## src/rtl/spin_init_drive_if.sv

```systemverilog
// Handshake and drive bundle between the spin-init controller and its requester.
// The master modport issues requests; the slave modport is the controller side.
interface spin_init_drive_if #(
  parameter int unsigned N = 3
);
  logic          start;
  logic          abort;
  logic [N-1:0]  spin_target;
  logic [15:0]   half_period;
  logic [31:0]   hold_cycles;
  logic [N-1:0]  drive_en;
  logic [N-1:0]  drive_val;
  logic          busy;
  logic          done;

  modport master (
    output start, abort, spin_target, half_period, hold_cycles,
    input  drive_en, drive_val, busy, done
  );

  modport slave (
    input  start, abort, spin_target, half_period, hold_cycles,
    output drive_en, drive_val, busy, done
  );
endinterface

```

## src/rtl/spin_init_drive.sv

```systemverilog
// Drives each oscillator line with a reference square wave, in phase or inverted
// per target spin, then releases on the end of a full reference period.
module spin_init_drive #(
  parameter int unsigned N = 3
) (
  input  logic             clk,
  input  logic             rst,
  spin_init_drive_if.slave bus
);
  typedef enum logic [1:0] {IDLE, DRIVE, ALIGN} state_e;

  state_e        state_q, state_d;
  logic [N-1:0]  spin_q, spin_d;
  logic [15:0]   p_q, p_d;
  logic [31:0]   h_q, h_d;
  logic [15:0]   hp_cnt_q, hp_cnt_d;
  logic [31:0]   hold_cnt_q, hold_cnt_d;
  logic          ref_q, ref_d;
  logic [N-1:0]  drive_en_q, drive_en_d;
  logic [N-1:0]  drive_val_q, drive_val_d;
  logic          busy_q, busy_d;
  logic          done_q, done_d;

  logic          hp_wrap;
  logic          hold_met;
  logic          last_cycle;

  // Counters describe the drive cycle currently on the outputs; the last cycle
  // is the end of a ref=1 half once at least H cycles have been driven.
  always_comb begin
    state_d     = state_q;
    spin_d      = spin_q;
    p_d         = p_q;
    h_d         = h_q;
    hp_cnt_d    = hp_cnt_q;
    hold_cnt_d  = hold_cnt_q;
    ref_d       = ref_q;
    drive_en_d  = '0;
    drive_val_d = '0;
    busy_d      = 1'b0;
    done_d      = 1'b0;

    hp_wrap    = (hp_cnt_q == p_q - 16'd1);
    hold_met   = (hold_cnt_q >= h_q - 32'd1);
    last_cycle = hold_met && hp_wrap && ref_q;

    unique case (state_q)
      IDLE: begin
        if (bus.start && !bus.abort) begin
          state_d     = DRIVE;
          spin_d      = bus.spin_target;
          p_d         = (bus.half_period == 16'd0) ? 16'd1 : bus.half_period;
          h_d         = (bus.hold_cycles == 32'd0) ? 32'd1 : bus.hold_cycles;
          hp_cnt_d    = '0;
          hold_cnt_d  = '0;
          ref_d       = 1'b0;
          drive_en_d  = '1;
          drive_val_d = ~bus.spin_target;
          busy_d      = 1'b1;
        end
      end
      DRIVE, ALIGN: begin
        if (bus.abort) begin
          state_d = IDLE;
        end else if (last_cycle) begin
          state_d = IDLE;
          done_d  = 1'b1;
        end else begin
          if (state_q == DRIVE && hold_met) state_d = ALIGN;
          hp_cnt_d    = hp_wrap ? 16'd0 : hp_cnt_q + 16'd1;
          ref_d       = hp_wrap ? ~ref_q : ref_q;
          hold_cnt_d  = (hold_cnt_q == h_q) ? h_q : hold_cnt_q + 32'd1;
          drive_en_d  = '1;
          drive_val_d = {N{ref_d}} ^ ~spin_q;
          busy_d      = 1'b1;
        end
      end
      default: state_d = IDLE;
    endcase
  end

  always_ff @(posedge clk) begin
    if (rst) begin
      state_q     <= IDLE;
      spin_q      <= '0;
      p_q         <= '0;
      h_q         <= '0;
      hp_cnt_q    <= '0;
      hold_cnt_q  <= '0;
      ref_q       <= 1'b0;
      drive_en_q  <= '0;
      drive_val_q <= '0;
      busy_q      <= 1'b0;
      done_q      <= 1'b0;
    end else begin
      state_q     <= state_d;
      spin_q      <= spin_d;
      p_q         <= p_d;
      h_q         <= h_d;
      hp_cnt_q    <= hp_cnt_d;
      hold_cnt_q  <= hold_cnt_d;
      ref_q       <= ref_d;
      drive_en_q  <= drive_en_d;
      drive_val_q <= drive_val_d;
      busy_q      <= busy_d;
      done_q      <= done_d;
    end
  end

  assign bus.drive_en  = drive_en_q;
  assign bus.drive_val = drive_val_q;
  assign bus.busy      = busy_q;
  assign bus.done      = done_q;
endmodule

```

## src/flat_wrapper.sv

```systemverilog
// flat-port wrapper written by rule: the top's interface ports become plain ports
module spin_init_drive_flat 
#(
  parameter int unsigned N = 3
)
  (clk, rst, bus_start, bus_abort, bus_spin_target, bus_half_period, bus_hold_cycles, bus_drive_en, bus_drive_val, bus_busy, bus_done);
  spin_init_drive_if #(.N(N)) bus_i ();
  input  logic clk;
  input  logic rst;
  input wire logic [$bits(bus_i.start)-1:0] bus_start;
  input wire logic [$bits(bus_i.abort)-1:0] bus_abort;
  input wire logic [$bits(bus_i.spin_target)-1:0] bus_spin_target;
  input wire logic [$bits(bus_i.half_period)-1:0] bus_half_period;
  input wire logic [$bits(bus_i.hold_cycles)-1:0] bus_hold_cycles;
  output wire logic [$bits(bus_i.drive_en)-1:0] bus_drive_en;
  output wire logic [$bits(bus_i.drive_val)-1:0] bus_drive_val;
  output wire logic [$bits(bus_i.busy)-1:0] bus_busy;
  output wire logic [$bits(bus_i.done)-1:0] bus_done;
  assign bus_i.start = bus_start;
  assign bus_i.abort = bus_abort;
  assign bus_i.spin_target = bus_spin_target;
  assign bus_i.half_period = bus_half_period;
  assign bus_i.hold_cycles = bus_hold_cycles;
  assign bus_drive_en = bus_i.drive_en;
  assign bus_drive_val = bus_i.drive_val;
  assign bus_busy = bus_i.busy;
  assign bus_done = bus_i.done;
  spin_init_drive #(.N(N)) u_core (.clk(clk), .rst(rst), .bus(bus_i));
endmodule
```

## config.mk

```make
export PLATFORM = sky130hd
export DESIGN_NAME = spin_init_drive_flat
export DESIGN_NICKNAME = d
export VERILOG_FILES = /design/src/rtl/spin_init_drive_if.sv /design/src/rtl/spin_init_drive.sv /design/src/flat_wrapper.sv
export SDC_FILE = /design/constraint.sdc
export NUM_CORES = 1
export LEC_CHECK = 0
export ABC_AREA = 1
export CORE_MARGIN = 8
export CORE_UTILIZATION = 45
export CTS_BUF_LIST = sky130_fd_sc_hd__clkbuf_4 sky130_fd_sc_hd__clkbuf_8
export CTS_CLUSTER_SIZE = 16
export DETAILED_ROUTE_END_ITERATION = 10
export DONT_BUFFER_PORTS = 1
export PLACE_DENSITY = 0.7
export SLEW_MARGIN = 20
export SYNTH_ARGS = -nofsm -noshare
export SYNTH_HDL_FRONTEND = slang
export SYNTH_SLANG_ARGS = --single-unit
```

## constraint.sdc

```tcl
create_clock -name clk -period 4.14 [get_ports clk]
set_input_delay 0.828 -clock clk [delete_from_list [all_inputs] [get_ports clk]]
set_output_delay 0.828 -clock clk [all_outputs]
set_load 0.01 [all_outputs]
```

After elaboration in Yosys (flattened, before gate mapping):

Index checks and enable logic that the tools add are counted.

* register bits: 110
* input port bits: 55
* word-level logic and storage cells: 78

* add/subtract/negate cells: 4
* $lt $le $gt $ge: 1
* equality and inequality tests: 8
* muxes and demuxes: 35
* bitwise logic cells: 5
* reduce and logical (&&, ||, !) cells: 14

Operators with widths (count)
* $mux W32: 5
* $mux W16: 5
* $pmux W32 S2: 1
* $add A32 B1 Y32 const B: 1
* $eq A32 B32 Y1: 1
* $ge A32 B32 Y1: 1
* $logic_not A32 Y1: 1
* $pmux W16 S2: 1
* $sub A32 B1 Y32 const B: 1
* $mux W3: 6
* $add A16 B1 Y16 const B: 1
* $eq A16 B16 Y1: 1
* $logic_not A16 Y1: 1
* $sub A16 B1 Y16 const B: 1
* $pmux W3 S2: 2
* $mux W1: 8
* $mux W2: 4
* $not A3 Y3: 2
* $logic_and A1 B1 Y1: 4
* $ne A2 B2 Y1 const B: 2
* $ne A4 B2 Y1 const B: 1
* $pmux W1 S2: 2
* $pmux W2 S2: 1
* $reduce_and A2 Y1: 2
* 11 further kinds: 12

Longest topological paths before layout:

* depth in word-level cells: 7
* gate-level depth with buffers: 28
* mapped depth without buffers: 27

Least setup slack after synthesis:

Ideal clock, no wire load.

* path type: reg-to-reg
* start point: register u_core.h_q[1]
* end point: register u_core.hp_cnt_q[4]
* setup time: 116 ps
* data arrival time: 3564 ps
* data required time: 4024 ps
* path slack: 460 ps
* cell stages (with the launch flop): 29
* path buffers: 2
* period minus slack after synthesis: 3680 ps
* cell sequence: dfxtp_1 inv_1 ha_1 nand3_1 nor3_2 inv_1 nor3_1 inv_1 nor2_2 nand3_1 nor2_1 nand3_1 inv_1 nand2_1 a21boi_1 ha_1 nand2_1 nor2_1 nand4_1 nor4_1 nand2_1 nand3_1 nand4_1 nand2_2 inv_2 buf_6 buf_6 nor2_1 nor2_1

* longest elaborated chain between the ends: 6

Ends and longest elaborated chain
* from (decl): line spin_init_drive.sv:15 `logic [31:0] h_q, h_d;`
* from (signal assigned): line spin_init_drive.sv:87 `h_q <= '0;`
* from (signal assigned): line spin_init_drive.sv:99 `h_q <= h_d;`
* $sub A32 B1 Y32: line spin_init_drive.sv:44 `hold_met = (hold_cnt_q >= h_q - 32'd1);`
* $ge A32 B32 Y1: line spin_init_drive.sv:44
* $logic_and A1 B1 Y1 (2 in series): line spin_init_drive.sv:45 `last_cycle = hold_met && hp_wrap && ref_q;`
* $ne A2 B2 Y1 (no source line)
* $reduce_and A4 Y1 (no source line)
* to (signal assigned): line spin_init_drive.sv:100 `hp_cnt_q <= hp_cnt_d;`
* to (decl): line spin_init_drive.sv:16 `logic [15:0] hp_cnt_q, hp_cnt_d;`

Every way passes these cells.
A chain may end at the register's enable or synchronous reset.

Worst setup path in the final report:

* start point: register u_core.h_q[1]
* end point: register u_core.hold_cnt_q[24]

* longest elaborated chain between the ends: 6
* elaborated cells between the ends (all ways): 11

Ends and longest elaborated chain
* $sub A32 B1 Y32: line spin_init_drive.sv:44
* $ge A32 B32 Y1: line spin_init_drive.sv:44
* $logic_and A1 B1 Y1 (2 in series): line spin_init_drive.sv:45
* $ne A2 B2 Y1 (no source line)
* $reduce_and A4 Y1 (no source line)
* to (signal assigned): line spin_init_drive.sv:101 `hold_cnt_q <= hold_cnt_d;`
* to (decl): line spin_init_drive.sv:17 `logic [31:0] hold_cnt_q, hold_cnt_d;`

Parallel ways exist; a longest one is shown, timed or not. The select of a mux whose other input is x is not followed.

==> parameters.txt <==
Parameter                              Value

Run status
  Outcome    finished clean

Clock tree
  H-tree levels    3
  TritonCTS clock tree    done
  Maximum clock path buffer count    2
  Insertion delay to the later sink of the worst-skew pair    ~0.40 ns
  Master cell of the clock root buffer    sky130_fd_sc_hd__clkbuf_8
  Clock-pin slew reported for the worst setup and hold paths after clock tree synthesis    ~0.12 ns
  Post-cts hold buffer count    0
  Inserted Clock Buffers    9
  Number of sinks on the clock net    approximately 110

Logic synthesis
  Distinct cells, synth    37
  Combinational family with the most area after synthesis    simple AND/OR/NAND/NOR gates
  Share of cell area taken by muxes after synthesis    0%
  Number of storage elements in the synthesis netlist    about 110
  Library cell occupying the most area in the post-synthesis netlist    sky130_fd_sc_hd__dfxtp_1
  Post-synth net total    ~1,400
  Synthesized-area fraction occupied by adder cells    roughly 6%
  Netlist Area Pre-Place    a little over 8000 sq um
  Average instance area after synthesis    between 6 and 7 sq um
  Xor/xnor share of the synthesized area    8.52%
  Simple-gate share of the synthesized area    between 30 and 40%
  Sequential share of the synthesized area    26.1%
  Area share of the largest cell type after synthesis    26.1%
  Share of the synthesized area in compound gates (AO/OA/AOI/OAI)    a little over a tenth
  Gate count after technology mapping    about 1,300
  Yosys warnings    0
  Synth top area cells    sky130_fd_sc_hd__dfxtp_1, sky130_fd_sc_hd__nand2_1, sky130_fd_sc_hd__nor2_1, sky130_fd_sc_hd__xor2_1, sky130_fd_sc_hd__inv_1

Power
  Power per Cell Area    536 nW/um^2
  Sum of internal, switching and leakage power    0.00481 W
  Total leakage power    a little over 4 nW
  Power Internal    ~0.0025 W
  Clk pwr share    approximately 14%
  Portion of total power attributed to sequential cells    about a third
  Maximum resistive drop on vdd    about 0.25 mV
  Gate power share    a little over half
  Proportion of total power due to net switching    47.8%
  Switching Power    about 0.0023 W

Timing
  Slack of the critical path    about 0.15 ns
  Setup repair after global routing missed its margin    yes
  Final-report setup violation count    0
  Clock skew after layout    0.0178 ns
  Final Slew Violations    0
  Highest clock frequency the design can meet    ~250 MHz
  Final worst path period need    3.99 ns
  Post-route clock period utilization    96.5%
  Tightest Pin Transition    0.968 ns
  Count of final hold-check violations    0
  Worst max-slew margin expressed relative to the limit    34.8%

Detailed routing
  Post-route DRC    0
  Via count    roughly 8,300
  Routed vias/inst    5.30
  DRT Wirelength    about 23,000 microns
  Per-cell routed wire length    approximately 15 microns
  First drt pass iteration count    5
  Starting DRC count in detailed routing    635
  DRT antenna net count    0

Placement
  RePlAce Congestion    slightly above 0.9
  DP Worst Slack    -0.0743 ns
  Placement-stage cell area    roughly 8500 sq um
  Port buffer count    0
  Post-DP HPWL    17,300 microns

Setup path
  Largest stage delay, worst path    about 0.36 ns
  Highest-delay cell along the critical path    sky130_fd_sc_hd__dfxtp_2
  Cell depth of the worst flop-to-flop path    28
  Data required, critical path    around 4.5 ns
  Maximum fanout count along the critical path    10
  Flop-to-flop setup slack    around 0.15 ns
  Crit Path Category    reg2reg
  Worst r2r src    u_core.h_q[1]$_SDFFE_PP0P_
  Worst setup SP type    register
  Critical path endpoint category    register
  Worst endpoint data arrival time    4.34 ns
  Reg-to-reg critical path endpoint    u_core.hold_cnt_q[24]$_SDFFE_PP0P_
  Most used cell along the critical path    sky130_fd_sc_hd__nand4_1

Min path
  Cell count of the worst hold path    1
  Path class of the lowest-slack min-delay path    in2reg
  Worst Min Path Start    rst
  Hold-critical path endpoint    u_core.hold_cnt_q[28]$_SDFFE_PP0P_

Layout
  Count of antenna diodes in the layout    0
  Number of nets in the finished design    around 1,400
  Number of fill cells    roughly 1,800
  Multi-input combinational cell area    ~5400 sq um
  Layout-stage area growth over the synthesis result    9.22%
  Layout Cell Area excl Fill    ~9000 sq um
  Share of cells above drive strength 1    under 10%
  Area of all sequential standard cells    around 2100 sq um

GRT
  First-pass GRT wire length    ~38,000 microns
  Number of antenna violations at the first check in global routing    0
  Total grt overflow    0
  Largest net degree at the start of global routing    57
  Total GRT Usage    between 20% and 30%
  Number of global-route vias before repair    7,848

Floorplanning
  Width of the chip    roughly 150 microns
  FP Rows    between 40 and 50
  Starting density of the core    between 40% and 50%
  Ports placed on the boundary    63
  Die Height    151 microns
  Die ar.    around 23,000 sq um
  Area of the core region    roughly 18,000 sq um

Flow run
  Max-cap check violation count    0
[through the flow]
step	hold WS, ns	TNS (ns)	utilization (%)	instances
2_1_floorplan	0.458	0	-	1332
3_3_place_gp	0.464	0	47.2	1536
3_5_place_dp	0.465	-1.22	47.2	1536
4_1_cts	0.456	0	48.4	1552
5_1_grt	0.453	-2.53	50.0	1566
6_report	0.484	0	50.0	1566
[state kept, by name, summed over array words and instances, names as in the netlist]
| signal | count |
|---|---|
| u_core.h_q | 32 |
| u_core.hold_cnt_q | 32 |
| u_core.hp_cnt_q | 16 |
| u_core.p_q | 16 |
| u_core.bus.drive_val | 3 |
| u_core.spin_q | 3 |
| u_core.state_q | 2 |
| u_core.bus.done | 1 |
| u_core.bus.drive_en | 1 |
| u_core.ref_q | 1 |
[placed cells by master, fill, tap and decap left out, types with 4 or more instances in the layout]
cell type / Yosys / layout
sky130_fd_sc_hd__xnor2_1: 12 / 12
sky130_fd_sc_hd__nand4_1: 29 / 29
sky130_fd_sc_hd__a21oi_1: 42 / 42
sky130_fd_sc_hd__nor2_2: 9 / 16
sky130_fd_sc_hd__nor2_1: 238 / 228
sky130_fd_sc_hd__nand2_2: 2 / 7
sky130_fd_sc_hd__a211oi_1: 30 / 30
sky130_fd_sc_hd__buf_4: 3 / 29
sky130_fd_sc_hd__a21oi_2: 12 / 12
sky130_fd_sc_hd__xor2_1: 68 / 68
sky130_fd_sc_hd__inv_6: 0 / 5
sky130_fd_sc_hd__dfxtp_1: 107 / 105
sky130_fd_sc_hd__clkbuf_8: 0 / 9
sky130_fd_sc_hd__nand3_1: 84 / 78
sky130_fd_sc_hd__inv_1: 150 / 144
sky130_fd_sc_hd__o21ai_0: 53 / 52
sky130_fd_sc_hd__nor4_1: 24 / 23
sky130_fd_sc_hd__nand3_2: 0 / 4
sky130_fd_sc_hd__ha_1: 39 / 38
sky130_fd_sc_hd__nor3_1: 27 / 25
sky130_fd_sc_hd__nand2_1: 319 / 313
sky130_fd_sc_hd__nand3b_1: 6 / 6
sky130_fd_sc_hd__inv_2: 13 / 17
[power groups by stage]
stage          clock (W)  combinational (W)  sequential, W
3_5_place_dp           0            0.00231        0.00163
5_1_grt         0.000718            0.00289        0.00166
3_3_place_gp           0            0.00226        0.00163
2_1_floorplan          0            0.00187        0.00150
4_1_cts         0.000678            0.00233        0.00161
6_report        0.000653            0.00253        0.00162
[metal layers]
| layer | up-vias | share of wire [%] | GRT usage, % |
|---|---|---|---|
| met4 | 0 | 1.8 | 5.49 |
| met2 | 223 | 47 | 35.5 |
| li1 | 4279 | - | - |
| met5 | - | 0 | 0 |
| met1 | 3764 | 45 | 25.6 |
| met3 | 26 | 5.2 | 3.41 |
[logic make-up (layout without fill, tap and decap cells)]
logic type	Yosys count	after routing
AND/OR/NAND/NOR	745	745
buffers and inverters	211	216
AO/OA/AOI/OAI	150	150
flip-flops	107	107
XOR/XNOR	80	80
adder cells (fa/ha/maj)	39	39
[timing repair]
action                                  in CTS  in global routing
endpoints found under the setup margin      53                 56
gates resized for setup                      3                 45
pin swaps                                    1                 12
buffers inserted                             0                 12
gates cloned                                 0                  3
[worst max-delay path by stage]
stage / from / endpoint / slack, ns / cells past startpoint
CTS: u_core.h_q[1]$_SDFFE_PP0P_ / u_core.hold_cnt_q[2]$_SDFFE_PP0P_ / 0.06 / 29
global route: u_core.h_q[1]$_SDFFE_PP0P_ / u_core.hold_cnt_q[16]$_SDFFE_PP0P_ / -0.13 / 29
global placement: u_core.h_q[1]$_SDFFE_PP0P_ / u_core.hold_cnt_q[2]$_SDFFE_PP0P_ / 0.14 / 29
detailed placement: u_core.h_q[1]$_SDFFE_PP0P_ / u_core.hold_cnt_q[2]$_SDFFE_PP0P_ / -0.07 / 29
finish: u_core.h_q[1]$_SDFFE_PP0P_ / u_core.hold_cnt_q[24]$_SDFFE_PP0P_ / 0.15 / 28
floorplan: u_core.h_q[1]$_SDFFE_PP0P_ / u_core.hp_cnt_q[4]$_SDFFE_PP0P_ / 0.46 / 28
[synth_stat cells (all sizes together)]
library cell / count
dfxtp: 107
a21boi: 1
o21a: 2
o211ai: 3
nor3b: 1
buf: 11
nand3: 84
nand3b: 6
a31oi: 1
nor2: 248
or2: 2
o21ai: 55
xor2: 68
a21oi: 54
inv: 163
clkbuf: 37
ha: 39
a221oi: 1
nor4: 24
a21o: 1
nor3: 28
o21bai: 2
and2: 1
nand2: 322
xnor2: 12
a211oi: 30
nand4: 29
[layout make-up]
| type | count | area share [%] |
|---|---|---|
| clock buffer | 10 | 1.46 |
| clock inverter | 6 | 0.599 |
| inverter | 163 | 6.90 |
| multi-input combinational | 1014 | 60.0 |
| sequential | 107 | 23.9 |
| tap | 229 | 3.19 |
| timing repair buffer | 37 | 3.97 |
[worst max-delay path, delay by kind of cell, from the launching register on]
family,cells,cell delay (ns)
xor gates and xnor gates,1,0.17
adders and majority gates,2,0.43
buffers and inverters,7,0.74
DFF,1,0.36
and+or+nand+nor,18,2.23
No activity file was read; power rests on OpenSTA's default activity.
